## config.mk

```make
export PLATFORM = sky130hd
export DESIGN_NAME = stream_rr_arbiter
export DESIGN_NICKNAME = d
export VERILOG_FILES = /design/src/rtl/stream_rr_arbiter.sv
export SDC_FILE = /design/constraint.sdc
export NUM_CORES = 1
export LEC_CHECK = 0
export CELL_PAD_IN_SITES_DETAIL_PLACEMENT = 2
export CELL_PAD_IN_SITES_GLOBAL_PLACEMENT = 2
export CORE_ASPECT_RATIO = 0.75
export CORE_MARGIN = 2
export CORE_UTILIZATION = 13
export DETAILED_ROUTE_END_ITERATION = 8
export GPL_TIMING_DRIVEN = 1
export PLACE_DENSITY = 0.83
export SYNTH_ARGS = -nofsm -noshare
export SYNTH_HDL_FRONTEND = slang
export SYNTH_SLANG_ARGS = --single-unit
```

## constraint.sdc

```tcl
create_clock -name clk -period 3.1 [get_ports clk]
set_input_delay 0.465 -clock clk [delete_from_list [all_inputs] [get_ports clk]]
set_output_delay 0.465 -clock clk [all_outputs]
set_load 0.05 [all_outputs]
```

## src/rtl/stream_rr_arbiter.sv

```systemverilog
// Round-robin packet arbiter: N_SRC valid/ready source streams share one sink.
// Latency: 1 arbitration cycle per grant, then zero-latency combinational pass-through.
// Backpressure: m_ready_i goes straight to s_ready_o of the granted source only.
//
// Ports:
//   clk, rst_n        rising-edge clock, synchronous active-low reset
//   s_data_i          N_SRC packed source words, source k at [k*DW +: DW]
//   s_valid_i/last_i  per-source valid and end-of-packet
//   s_ready_o         per-source ready (only the granted source sees m_ready_i)
//   m_data_o/valid_o  granted stream towards the sink
//   m_last_o          end of packet, also raised on a forced MAX_BEATS release
//   m_id_o            index of the granted source
//   m_ready_i         sink ready
module stream_rr_arbiter #(
  parameter int N_SRC     = 4,
  parameter int DW        = 16,
  parameter int MAX_BEATS = 0,
  parameter int IDW       = 2
) (
  input  logic                clk,
  input  logic                rst_n,
  input  logic [N_SRC*DW-1:0] s_data_i,
  input  logic [N_SRC-1:0]    s_valid_i,
  input  logic [N_SRC-1:0]    s_last_i,
  output logic [N_SRC-1:0]    s_ready_o,
  output logic [DW-1:0]       m_data_o,
  output logic                m_valid_o,
  output logic                m_last_o,
  output logic [IDW-1:0]      m_id_o,
  input  logic                m_ready_i
);

  // Beat counter is kept at least 1 bit wide even when the limit is disabled.
  localparam int CW = (MAX_BEATS > 0) ? $clog2(MAX_BEATS + 1) : 1;
  localparam logic [CW-1:0] FORCE_AT = (MAX_BEATS > 0) ? CW'(MAX_BEATS - 1) : '0;

  typedef enum logic {
    IDLE = 1'b0,
    BUSY = 1'b1
  } state_e;

  state_e         state_q, state_d;
  logic [IDW-1:0] rr_ptr_q, rr_ptr_d;
  logic [IDW-1:0] grant_q, grant_d;
  logic [CW-1:0]  beat_cnt_q, beat_cnt_d;

  logic           hi_vld, lo_vld;
  logic [IDW-1:0] hi_idx, lo_idx, pick_idx;
  logic           g_valid, g_last, forced_last, xfer;
  logic [DW-1:0]  g_data;

  // Round-robin pick: lowest requester at or above rr_ptr wins, otherwise
  // wrap around to the lowest requester overall.
  always_comb begin
    hi_vld = 1'b0;
    hi_idx = '0;
    lo_vld = 1'b0;
    lo_idx = '0;
    for (int k = 0; k < N_SRC; k++) begin
      if (!hi_vld && s_valid_i[k] && (IDW'(k) >= rr_ptr_q)) begin
        hi_vld = 1'b1;
        hi_idx = IDW'(k);
      end
      if (!lo_vld && s_valid_i[k]) begin
        lo_vld = 1'b1;
        lo_idx = IDW'(k);
      end
    end
    pick_idx = hi_vld ? hi_idx : lo_idx;
  end

  // Select the granted source with constant indices.
  always_comb begin
    g_valid = 1'b0;
    g_last  = 1'b0;
    g_data  = '0;
    for (int k = 0; k < N_SRC; k++) begin
      if (grant_q == IDW'(k)) begin
        g_valid = s_valid_i[k];
        g_last  = s_last_i[k];
        g_data  = s_data_i[k*DW +: DW];
      end
    end
  end

  generate
    if (MAX_BEATS > 0) begin : g_limit
      assign forced_last = (beat_cnt_q == FORCE_AT);
    end else begin : g_nolimit
      assign forced_last = 1'b0;
    end
  endgenerate

  // Outputs are gated by rst_n so nothing can transfer while reset is held,
  // even in the cycle before the state register has been cleared.
  always_comb begin
    s_ready_o = '0;
    m_valid_o = 1'b0;
    m_data_o  = '0;
    m_last_o  = 1'b0;
    m_id_o    = '0;
    if (rst_n && (state_q == BUSY)) begin
      m_valid_o = g_valid;
      m_data_o  = g_data;
      m_last_o  = g_last | forced_last;
      m_id_o    = grant_q;
      for (int k = 0; k < N_SRC; k++) begin
        s_ready_o[k] = (grant_q == IDW'(k)) & m_ready_i;
      end
    end
  end

  assign xfer = m_valid_o & m_ready_i;

  always_comb begin
    state_d    = state_q;
    rr_ptr_d   = rr_ptr_q;
    grant_d    = grant_q;
    beat_cnt_d = beat_cnt_q;
    case (state_q)
      IDLE: begin
        if (lo_vld) begin
          state_d    = BUSY;
          grant_d    = pick_idx;
          beat_cnt_d = '0;
        end
      end
      BUSY: begin
        // Grant stays put while the source idles; only a last beat releases it.
        if (xfer) begin
          if (beat_cnt_q != {CW{1'b1}}) begin
            beat_cnt_d = beat_cnt_q + CW'(1);
          end
          if (m_last_o) begin
            state_d  = IDLE;
            rr_ptr_d = (grant_q == IDW'(N_SRC - 1)) ? '0 : grant_q + IDW'(1);
          end
        end
      end
      default: state_d = IDLE;
    endcase
  end

  always_ff @(posedge clk) begin
    if (!rst_n) begin
      state_q    <= IDLE;
      rr_ptr_q   <= '0;
      grant_q    <= '0;
      beat_cnt_q <= '0;
    end else begin
      state_q    <= state_d;
      rr_ptr_q   <= rr_ptr_d;
      grant_q    <= grant_d;
      beat_cnt_q <= beat_cnt_d;
    end
  end

endmodule
```

==> run summary, run 1 <==
status = finished clean
vias in the first global route = 1684
sequential share of power = 0.117
total track usage = 0.142
maximum VDD drop = 0.0922 mV
max cap viols = 0
Max Slew Vio Count = 0
Finished Layout Cells = 349
DP Area = 2270 sq um
# IOs = 99
Worst path slowest cell = ha_1
most common cell after layout, fill and taps aside = clkdlybuf4s50_1
total power = 0.631 mW
r2r startpoint = grant_q[1]
cts bufs inserted = 3
Avg Vias per Cell = 4.45
Final Routed Wirelength = 5830 um
clock skew = 3.62 ps
core area = 7300 sq um
antenna violations before repair = 0
syn avg cell area = 6.34 sq um
buffers plus inverters on the worst setup path = 3
initial core utilization = 0.133
RSZ-0062 raised after global routing = no
PwrDens = 272 nW/um^2
Overflow after GRT = 0
post-synthesis cell type count = 32
slew margin rel. = 0.721
Layout area overhead = 139%
Psw = 0.250 mW
fillers = 839
share of layout cells above drive strength 1 = 0.145
share of the synthesized area in the top cell type = 0.145
critical path fanouts, max = 13
die width = 104 um
Clock transition at path regs = 40 ps
CP peak stage delay = 440 ps
DP HPWL = 4760 um
Logic pwr share = 0.691
WL per Instance = 16.7 um
Cells after DPL = 345
EDFF count, synth = 0
Synth area leaders = a221oi_1 (14%), nor2b_1 (11%), a21oi_1 (11%)
#FFs+latches synth = 5
first-pass GRT wire length = 9220 um
antenna-violating nets left = 0
port buffer count = 98
Die Area = 8170 sq um
CP endpoint kind = output pin
worst path arrival time = 2290 ps
fin area = 2320 sq um
Hold Path Class = reg -> reg
DRT Pass-1 Iters = 4
worst slew pin tran = 419 ps
Cells after Synth = 153
CTS Root Cell = clkbuf_8
post-CTS sizing = 0
endpoints failing setup = 0
# diodes = 0
Critical path origin = grant_q[1]
Top Family by Delay on Critical Path = buffers and inverters
asr flop ratio synth = 0
number of remaining DRC errors = 0
Final Hold Vio Count = 0
Syn Std Cell Area = 970 sq um
largest net degree at the start of global routing = 39
Max clock buf depth = 2
Post-CTS Setup Inserts = 0
final net count = 328
H-tree Lvls = 1
cell internal pwr = 0.381 mW
clock sink total = 5
Synth Warn # = 0
ys flop type = dfxtp_1
top cell type by total area after synthesis = a221oi_1
Switching Share = 0.396
Worst-Skew Late Latency = 220 ps
hold_sp = rr_ptr_q[1]
kind of critical path = reg -> out
period utilization = 0.888
hold buffer count at cts = 0
routed vias = 1552
chip height = 78.8 um
startpoint types = register
DRT iter0 DRCs = 39
CTS tree = yes
Net Count, Synth = 232
crit path cell chain = inv_1, ha_1, nor2b_1, buf_4, a221oi_1, nor3_1, a21oi_1, nor2_1, buf_12
sequential-to-total area share from yosys stat = 0.103
final setup TNS = 0 ps
Peak Freq = 363 MHz
min cycle time layout = 2750 ps
# rows = 27
Core Util, Final = 0.317
P_leak = 0.877 nW
Final GP Congestion = 0.743
critical path required time = 2630 ps
most frequent cells in the layout = clkdlybuf4s50_1 (74), a21oi_1 (21), buf_12 (21)
Clock power frac = 0.192
[layer usage]
metal / part of all wire / GRT usage
met1: 0.45 / 0.179
met2: 0.50 / 0.253
met3: 0.057 / 0.0312
met4: 0.0024 / 0.0216
met5: 0 / 0
[stage by stage]
step                      hold slack (ps)  setup slack (ps)
final                                 546               348
after detailed placement              554               456
after floorplan                       459               539
after global routing                  580               164
after global placement                517               536
after CTS                             556               333
[state kept, by name (all words and copies together), names as in the netlist]
name / count
grant_q: 2
rr_ptr_q: 2
state_q: 1
[final timing paths]
check	end	slack [ps]	cells past startpoint
hold / removal	rr_ptr_q[1]	550	2
setup / recovery	m_data_o[4]	350	9
setup reg to reg	rr_ptr_q[0]	850	8
hold reg to reg	rr_ptr_q[1]	550	2
[power by group through the flow]
stage	Clock [mW]	Sequential, mW	Combinational (mW)
2_1_floorplan	0	0.0731	0.204
3_3_place_gp	0	0.0747	0.430
3_5_place_dp	0	0.0752	0.440
4_1_cts	0.123	0.0740	0.442
5_1_grt	0.130	0.0751	0.468
6_report	0.121	0.0737	0.436
[logic make-up (layout without fill, tap and decap cells)]
kind of cell | count (synthesis) | after routing | share of synthesized area
simple gates | 73 | 73 | 0.388
compound gates | 51 | 51 | 0.356
mux | 2 | 2 | 0.0219
buf+inv | 18 | 113 | 0.0787
flops | 5 | 5 | 0.103
fa+ha+maj | 4 | 4 | 0.0516
[layout make-up]
cell class	instances	area, sq um	area share
repair buffers	105	1240	0.534
multi-input cells	130	793	0.343
well taps	101	126	0.0546
flip-flops and latches	5	100	0.0432
clock buffers	4	45.0	0.0194
inverters	4	15.0	0.00648
[cell usage after synthesis (3+ instances only)]
library cell / number
a21oi_1: 21
nor2_1: 20
nor2b_1: 17
a221oi_1: 16
nor3_1: 16
clkbuf_1: 9
and2_1: 7
nand2_1: 6
dfxtp_1: 5
ha_1: 4
inv_1: 4
o21ai_0: 4
buf_1: 3
[worst register-to-register path: cells and delay by family (launching register included)]
kind                       cells  cell delay (ps)
AOI/OAI and AO/OA              3              770
and+or+nand+nor                2              300
adders and majority gates      1              440
DFF                            1              320
buffers and inverters          2              310
Power figures use the tool's default switching activity.
==> run 2: changes to the inputs <==
CTS_CLUSTER_SIZE = 14   (was default)
SKIP_CTS_REPAIR_TIMING = 1   (was default)
==> results of run 2 <==
No change in the layout: final DEF, timing and power equal those of run 1.
